==> src/rtl/mem_arbiter_if.sv <==
// Bundle of every handshake and bus signal around mem_arbiter: the IF
// requester, the D (load/store) requester and the memory port.
// The arbiter uses the master modport because it is the memory's master.
// The slave modport is the surrounding system: requesters plus memory.
interface mem_arbiter_if #(
  parameter int ADDR_WIDTH = 32,
  parameter int DATA_WIDTH = 32
);
  localparam int STRB_WIDTH = DATA_WIDTH / 8;

  logic                  if_req_valid;
  logic                  if_req_ready;
  logic [ADDR_WIDTH-1:0] if_addr;
  logic                  if_resp_valid;
  logic                  if_resp_ready;
  logic [DATA_WIDTH-1:0] if_rdata;

  logic                  d_req_valid;
  logic                  d_req_ready;
  logic [ADDR_WIDTH-1:0] d_addr;
  logic                  d_wen;
  logic [DATA_WIDTH-1:0] d_wdata;
  logic [STRB_WIDTH-1:0] d_wstrb;
  logic                  d_resp_valid;
  logic                  d_resp_ready;
  logic [DATA_WIDTH-1:0] d_rdata;

  logic                  mem_req_valid;
  logic                  mem_req_ready;
  logic [ADDR_WIDTH-1:0] mem_addr;
  logic                  mem_wen;
  logic [DATA_WIDTH-1:0] mem_wdata;
  logic [STRB_WIDTH-1:0] mem_wstrb;
  logic                  mem_resp_valid;
  logic                  mem_resp_ready;
  logic [DATA_WIDTH-1:0] mem_rdata;

  modport master (
    input  if_req_valid, if_addr, if_resp_ready,
    input  d_req_valid, d_addr, d_wen, d_wdata, d_wstrb, d_resp_ready,
    input  mem_req_ready, mem_resp_valid, mem_rdata,
    output if_req_ready, if_resp_valid, if_rdata,
    output d_req_ready, d_resp_valid, d_rdata,
    output mem_req_valid, mem_addr, mem_wen, mem_wdata, mem_wstrb, mem_resp_ready
  );

  modport slave (
    output if_req_valid, if_addr, if_resp_ready,
    output d_req_valid, d_addr, d_wen, d_wdata, d_wstrb, d_resp_ready,
    output mem_req_ready, mem_resp_valid, mem_rdata,
    input  if_req_ready, if_resp_valid, if_rdata,
    input  d_req_ready, d_resp_valid, d_rdata,
    input  mem_req_valid, mem_addr, mem_wen, mem_wdata, mem_wstrb, mem_resp_ready
  );
endinterface

==> src/rtl/mem_arbiter.sv <==
// mem_arbiter: shares one single-ported memory between the instruction
// fetch (IF, read only) and load/store (D) requesters of the multi-cycle CPU.
// Only one transaction is in flight. The request is granted and registered,
// then forwarded to memory, and the response is routed back to its owner.
// Optional macro ARB_ROUND_ROBIN_EN: when both requesters are present, the
// one that did not win last time wins. Without it, D always beats IF.
module mem_arbiter #(
  parameter int ADDR_WIDTH = 32,
  parameter int DATA_WIDTH = 32
) (
  input logic           clk_i,
  input logic           rst_ni,
  mem_arbiter_if.master bus
);
  localparam int STRB_WIDTH = DATA_WIDTH / 8;

  typedef enum logic [1:0] {
    IDLE = 2'd0,
    REQ  = 2'd1,
    WAIT = 2'd2,
    RESP = 2'd3
  } state_e;

  state_e                state_q, state_d;
  logic [ADDR_WIDTH-1:0] addr_q, addr_d;
  logic                  wen_q, wen_d;
  logic [DATA_WIDTH-1:0] wdata_q, wdata_d;
  logic [STRB_WIDTH-1:0] wstrb_q, wstrb_d;
  logic                  owner_q, owner_d;
  logic [DATA_WIDTH-1:0] rdata_q, rdata_d;
  logic                  winD;
  logic                  winIf;

`ifdef ARB_ROUND_ROBIN_EN
  logic lastOwner_q, lastOwner_d;

  assign winD  = bus.d_req_valid && (!bus.if_req_valid || !lastOwner_q);

  // Record who won each grant so the other side wins the next contested one
  always_comb begin
    lastOwner_d = lastOwner_q;
    if ((state_q == IDLE) && (winD || winIf)) begin
      lastOwner_d = winD;
    end
  end

  // Last-winner register; IF counts as the last winner after reset
  always_ff @(posedge clk_i or negedge rst_ni) begin
    if (!rst_ni) begin
      lastOwner_q <= 1'b0;
    end else begin
      lastOwner_q <= lastOwner_d;
    end
  end
`else
  assign winD  = bus.d_req_valid;
`endif
  assign winIf = bus.if_req_valid && !winD;

  // The memory request is driven only from the registered fields
  assign bus.mem_addr  = addr_q;
  assign bus.mem_wen   = wen_q;
  assign bus.mem_wdata = wdata_q;
  assign bus.mem_wstrb = wstrb_q;

  // Next state, field capture and all handshake outputs
  always_comb begin
    state_d            = state_q;
    addr_d             = addr_q;
    wen_d              = wen_q;
    wdata_d            = wdata_q;
    wstrb_d            = wstrb_q;
    owner_d            = owner_q;
    rdata_d            = rdata_q;
    bus.if_req_ready   = 1'b0;
    bus.d_req_ready    = 1'b0;
    bus.if_resp_valid  = 1'b0;
    bus.d_resp_valid   = 1'b0;
    bus.if_rdata       = '0;
    bus.d_rdata        = '0;
    bus.mem_req_valid  = 1'b0;
    bus.mem_resp_ready = 1'b0;
    case (state_q)
      IDLE: begin
        bus.d_req_ready  = winD && rst_ni;
        bus.if_req_ready = winIf && rst_ni;
        if (winD) begin
          addr_d  = bus.d_addr;
          wen_d   = bus.d_wen;
          wdata_d = bus.d_wdata;
          wstrb_d = bus.d_wstrb;
          owner_d = 1'b1;
          state_d = REQ;
        end else if (winIf) begin
          addr_d  = bus.if_addr;
          wen_d   = 1'b0;
          wdata_d = '0;
          wstrb_d = '0;
          owner_d = 1'b0;
          state_d = REQ;
        end
      end
      REQ: begin
        bus.mem_req_valid = 1'b1;
        if (bus.mem_req_ready) begin
          state_d = WAIT;
        end
      end
      WAIT: begin
        bus.mem_resp_ready = 1'b1;
        if (bus.mem_resp_valid) begin
          rdata_d = bus.mem_rdata;
          state_d = RESP;
        end
      end
      RESP: begin
        if (owner_q) begin
          bus.d_resp_valid = 1'b1;
          bus.d_rdata      = rdata_q;
          if (bus.d_resp_ready) begin
            state_d = IDLE;
          end
        end else begin
          bus.if_resp_valid = 1'b1;
          bus.if_rdata      = rdata_q;
          if (bus.if_resp_ready) begin
            state_d = IDLE;
          end
        end
      end
      default: state_d = IDLE;
    endcase
  end

  // State and registered transaction fields; reset drops any transaction
  always_ff @(posedge clk_i or negedge rst_ni) begin
    if (!rst_ni) begin
      state_q <= IDLE;
      addr_q  <= '0;
      wen_q   <= 1'b0;
      wdata_q <= '0;
      wstrb_q <= '0;
      owner_q <= 1'b0;
      rdata_q <= '0;
    end else begin
      state_q <= state_d;
      addr_q  <= addr_d;
      wen_q   <= wen_d;
      wdata_q <= wdata_d;
      wstrb_q <= wstrb_d;
      owner_q <= owner_d;
      rdata_q <= rdata_d;
    end
  end
endmodule

==> src/flat_wrapper.sv <==
// flat-port wrapper written by rule: the top's interface ports become plain ports
module mem_arbiter_flat 
#(
  parameter int ADDR_WIDTH = 32,
  parameter int DATA_WIDTH = 32
)
  (clk_i, rst_ni, bus_if_req_valid, bus_if_addr, bus_if_resp_ready, bus_d_req_valid, bus_d_addr, bus_d_wen, bus_d_wdata, bus_d_wstrb, bus_d_resp_ready, bus_mem_req_ready, bus_mem_resp_valid, bus_mem_rdata, bus_if_req_ready, bus_if_resp_valid, bus_if_rdata, bus_d_req_ready, bus_d_resp_valid, bus_d_rdata, bus_mem_req_valid, bus_mem_addr, bus_mem_wen, bus_mem_wdata, bus_mem_wstrb, bus_mem_resp_ready);
  mem_arbiter_if #(.ADDR_WIDTH(ADDR_WIDTH), .DATA_WIDTH(DATA_WIDTH)) bus_i ();
  input logic clk_i;
  input logic rst_ni;
  input wire logic [$bits(bus_i.if_req_valid)-1:0] bus_if_req_valid;
  input wire logic [$bits(bus_i.if_addr)-1:0] bus_if_addr;
  input wire logic [$bits(bus_i.if_resp_ready)-1:0] bus_if_resp_ready;
  input wire logic [$bits(bus_i.d_req_valid)-1:0] bus_d_req_valid;
  input wire logic [$bits(bus_i.d_addr)-1:0] bus_d_addr;
  input wire logic [$bits(bus_i.d_wen)-1:0] bus_d_wen;
  input wire logic [$bits(bus_i.d_wdata)-1:0] bus_d_wdata;
  input wire logic [$bits(bus_i.d_wstrb)-1:0] bus_d_wstrb;
  input wire logic [$bits(bus_i.d_resp_ready)-1:0] bus_d_resp_ready;
  input wire logic [$bits(bus_i.mem_req_ready)-1:0] bus_mem_req_ready;
  input wire logic [$bits(bus_i.mem_resp_valid)-1:0] bus_mem_resp_valid;
  input wire logic [$bits(bus_i.mem_rdata)-1:0] bus_mem_rdata;
  output wire logic [$bits(bus_i.if_req_ready)-1:0] bus_if_req_ready;
  output wire logic [$bits(bus_i.if_resp_valid)-1:0] bus_if_resp_valid;
  output wire logic [$bits(bus_i.if_rdata)-1:0] bus_if_rdata;
  output wire logic [$bits(bus_i.d_req_ready)-1:0] bus_d_req_ready;
  output wire logic [$bits(bus_i.d_resp_valid)-1:0] bus_d_resp_valid;
  output wire logic [$bits(bus_i.d_rdata)-1:0] bus_d_rdata;
  output wire logic [$bits(bus_i.mem_req_valid)-1:0] bus_mem_req_valid;
  output wire logic [$bits(bus_i.mem_addr)-1:0] bus_mem_addr;
  output wire logic [$bits(bus_i.mem_wen)-1:0] bus_mem_wen;
  output wire logic [$bits(bus_i.mem_wdata)-1:0] bus_mem_wdata;
  output wire logic [$bits(bus_i.mem_wstrb)-1:0] bus_mem_wstrb;
  output wire logic [$bits(bus_i.mem_resp_ready)-1:0] bus_mem_resp_ready;
  assign bus_i.if_req_valid = bus_if_req_valid;
  assign bus_i.if_addr = bus_if_addr;
  assign bus_i.if_resp_ready = bus_if_resp_ready;
  assign bus_i.d_req_valid = bus_d_req_valid;
  assign bus_i.d_addr = bus_d_addr;
  assign bus_i.d_wen = bus_d_wen;
  assign bus_i.d_wdata = bus_d_wdata;
  assign bus_i.d_wstrb = bus_d_wstrb;
  assign bus_i.d_resp_ready = bus_d_resp_ready;
  assign bus_i.mem_req_ready = bus_mem_req_ready;
  assign bus_i.mem_resp_valid = bus_mem_resp_valid;
  assign bus_i.mem_rdata = bus_mem_rdata;
  assign bus_if_req_ready = bus_i.if_req_ready;
  assign bus_if_resp_valid = bus_i.if_resp_valid;
  assign bus_if_rdata = bus_i.if_rdata;
  assign bus_d_req_ready = bus_i.d_req_ready;
  assign bus_d_resp_valid = bus_i.d_resp_valid;
  assign bus_d_rdata = bus_i.d_rdata;
  assign bus_mem_req_valid = bus_i.mem_req_valid;
  assign bus_mem_addr = bus_i.mem_addr;
  assign bus_mem_wen = bus_i.mem_wen;
  assign bus_mem_wdata = bus_i.mem_wdata;
  assign bus_mem_wstrb = bus_i.mem_wstrb;
  assign bus_mem_resp_ready = bus_i.mem_resp_ready;
  mem_arbiter #(.ADDR_WIDTH(ADDR_WIDTH), .DATA_WIDTH(DATA_WIDTH)) u_core (.clk_i(clk_i), .rst_ni(rst_ni), .bus(bus_i));
endmodule
==> config.mk <==
export PLATFORM = sky130hd
export DESIGN_NAME = mem_arbiter_flat
export DESIGN_NICKNAME = d
export VERILOG_FILES = /design/src/rtl/mem_arbiter_if.sv /design/src/rtl/mem_arbiter.sv /design/src/flat_wrapper.sv
export SDC_FILE = /design/constraint.sdc
export NUM_CORES = 1
export LEC_CHECK = 0
export CAP_MARGIN = 40
export CORE_AREA = 2 2 142 144
export CTS_CLUSTER_DIAMETER = 30
export DETAILED_ROUTE_END_ITERATION = 8
export DIE_AREA = 0 0 144 146
export DONT_BUFFER_PORTS = 1
export GPL_TIMING_DRIVEN = 0
export MAX_ROUTING_LAYER = met4
export REMOVE_ABC_BUFFERS = 1
export SYNTH_ARGS = -nofsm -noshare
export SYNTH_HDL_FRONTEND = slang
export SYNTH_SLANG_ARGS = --single-unit
==> constraint.sdc <==
create_clock -name clk_i -period 2.3 [get_ports clk_i]
set_clock_uncertainty 0.1 [all_clocks]
set_input_delay 0.345 -clock clk_i [delete_from_list [all_inputs] [get_ports clk_i]]
set_output_delay 0.345 -clock clk_i [all_outputs]
set_load 0.005 [all_outputs]
==> results.tsv <==
stage	metric	value	unit
synthesis	post-synth top area share	54.3	%
floorplan	Die ar.	21000	sq um
flow_run	max-cap viol count	0	
synthesis	ys flop type	dfrtp_1	
critical_path	Critical Path RT	1860	ps
critical_path	CP Launch Type	flip-flop	
min_path	worst hold path class	in2async	
synthesis	most common library cells after synthesis	nand2_1, dfrtp_1, nand3_1, mux2i_1, and2_1	
outcome	failing checks	negative hold slack	
layout	Area Growth Syn to Fin	12.1	%
synthesis	Yosys cell types	23	
critical_path	Worst EP arrival	1680	ps
routing	routed vias	3302	
sta	post-route clock period utilization	92.5	%
grt	initial antenna violation count	0	
synthesis	largest area contributor in the netlist	dfrtp_1	
grt	Total GRT Usage	11.2	%
sta	max-slew violation count	0	
grt	first-pass GRT wire length	17.4	mm
place	Routability Congestion	0.768	
sta	worst hold slack	-410	ps
synthesis	count leader, synth	nand2_1	
clock_tree	Root Driver	clkbuf_16	
synthesis	Syn. warnings	0	
routing	Routed WL	12.2	mm
power	Pwr Density	1320	nW/um^2
sta	RSZ-0062 raised after global routing	no	
place	Buffers on Ports	0	
routing	DRC violations left	0	
place	placed cells	699	
floorplan	die width	144	microns
routing	routed len/inst	17.0	microns
floorplan	Std-Cell Rows	51	
layout	share of post-route cells with drive strength above 1	13.7	%
critical_path	Setup Crit Path Kind	reg2out	
critical_path	crit end category	output pin	
synthesis	Avg Cell Area, Syn	10.3	sq um
layout	Post-Layout Cell Count	716	
clock_tree	htree depth	3	
layout	register area	2600	sq um
place	post-DP HPWL	9.05	mm
layout	area of the multi-input gates	2070	sq um
sta	final hold vios	104	
routing	routed vias/inst	4.61	
synthesis	Seq/Total Area, Yosys	54.3	%
outcome	outcome	finished with violations	
clock_tree	clock sinks	104	
clock_tree	CTS Buf Count	9	
layout	Fillers	2024	
layout	final net count	591	
synthesis	Mapped Cells	467	
routing	DR iter-0 viols	146	
floorplan	io pins	280	
sta	Max Clock Freq	470	MHz
floorplan	core area	19300	sq um
clock_tree	clock latency on the worst-skew pair	340	ps
synthesis	Area contributors post-synth	dfrtp_1, nand2_1, mux2_2, mux2i_1, and2_1	
sta	Slew @ Worst Pin	622	ps
layout	diode count	0	
floorplan	Die H	146	microns
grt	largest net degree at the start of global routing	107	
synthesis	Async SR Flop Fraction	100	%
clock_tree	clock slew seen by the registers of the worst setup and hold paths	70	ps
power	Leak	2.61	nW
clock_tree	TritonCTS clock tree	built	
routing	post-route ant nets	0	
synthesis	Netlist Area Pre-Place	4790	sq um
sta	Tmin final	2130	ps
power	Peak supply drop	0.565	mV
clock_tree	Clock Path Buffers	2	
sta	max_slew headroom	58.4	%
grt	vias in the first global route	3183	
grt	GR Overflow Total	0	
synthesis	number of synthesized flops with an enable pin	0	
routing	First-pass DRT Iterations	4	
synthesis	synthesis-stage register bit count	104	
critical_path	worst-path fanout max	36	
clock_tree	post-CTS setup repair buffer count	0	
floorplan	Initial Util	24.8	%
sta	# setup viols final	0	
per-layer routing:
| layer | routed length (microns) | vias up | global-route usage [%] |
|---|---|---|---|
| met5 | 0 | - | - |
| met4 | 223 | 0 | 4.07 |
| met3 | 1360 | 14 | 4.38 |
| met2 | 6100 | 219 | 19.6 |
| met1 | 4470 | 1555 | 11.1 |
| li1 | - | 1514 | - |
critical path, stage by stage (launching register included):
cell	delay, ps
dfrtp_1	450
ha_4	340
and2b_2	350
and2_1	190
flip-flops by register name, summed over array words and instances (netlist names):
register,count
u_core.bus.mem_wdata,32
u_core.owner_q,1
u_core.bus.mem_wen,1
u_core.rdata_q,32
u_core.bus.mem_wstrb,4
u_core.state_q,2
u_core.bus.mem_addr,32
per-stage QoR:
step	utilization, %	setup WS (ps)	cell area, sq um	setup TNS, ps	total power, mW
after CTS	27.7	10.7	5350	0	7.16
after floorplan	-	-1830	4630	-115020	4.82
final	27.8	173	5370	0	7.10
after detailed placement	26.1	-78.9	5050	-2050	5.58
after global routing	27.8	62.1	5370	0	7.67
after global placement	25.7	-3740	4960	-252930	5.52
power breakdown:
| part | internal [mW] | switching [mW] | total, mW |
|---|---|---|---|
| registers | 2.69 | 0.758 | 3.45 |
| logic | 0.987 | 1.15 | 2.14 |
| clock network | 0.850 | 0.667 | 1.52 |
final timing paths:
kind                                          start                       end  slack [ps]  cells past startpoint
setup / recovery                  u_core.state_q[1]          bus_if_rdata[19]         170                      3
hold / removal                               rst_ni   u_core.bus.mem_addr[29]        -410                      0
setup reg to reg                  u_core.state_q[0]        u_core.rdata_q[21]         210                      5
hold reg to reg            u_core.bus.mem_wdata[26]  u_core.bus.mem_wdata[26]         400                      2
max in group asynchronous                    rst_ni            u_core.owner_q        2360                      0
min in group clk_i                  bus_d_wdata[18]  u_core.bus.mem_wdata[18]          40                      2
cell type report:
type | count | share of cell area [%]
timing repair buffer | 4 | 1.40
clock buffer | 12 | 4.40
inverter | 2 | 0.140
multi-input combinational | 325 | 38.4
clock inverter | 4 | 1.00
tap | 265 | 6.17
sequential | 104 | 48.5
timing repair:
item,4_1_cts,5_1_grt
endpoints found under the hold margin,104,104
gates cloned,0,1
setup endpoints to repair,41,35
resized for setup,3,3
cells in the final DEF (no fill, tap or decap), types with 3 or more instances in the layout:
cell type and count:
nand2_1 110, o21ai_1 7, and3_2 4, clkbuf_1 3
dfrtp_1 103, o21ai_0 25, and2_1 33, and3_1 29
mux2i_1 34, clkbuf_16 9, mux2_2 32, buf_12 3
nand3_1 37
kinds of logic (layout without fill, tap and decap cells):
| kind of cell | count (synthesis) | in the layout | synth area share, % |
|---|---|---|---|
| buf+inv | 39 | 22 | 3.55 |
| simple gates | 219 | 220 | 22.1 |
| compound gates | 34 | 34 | 4.02 |
| mux | 67 | 67 | 14.9 |
| fa+ha+maj | 4 | 4 | 1.04 |
| flops | 104 | 104 | 54.3 |
Power figures use the tool's default switching activity.
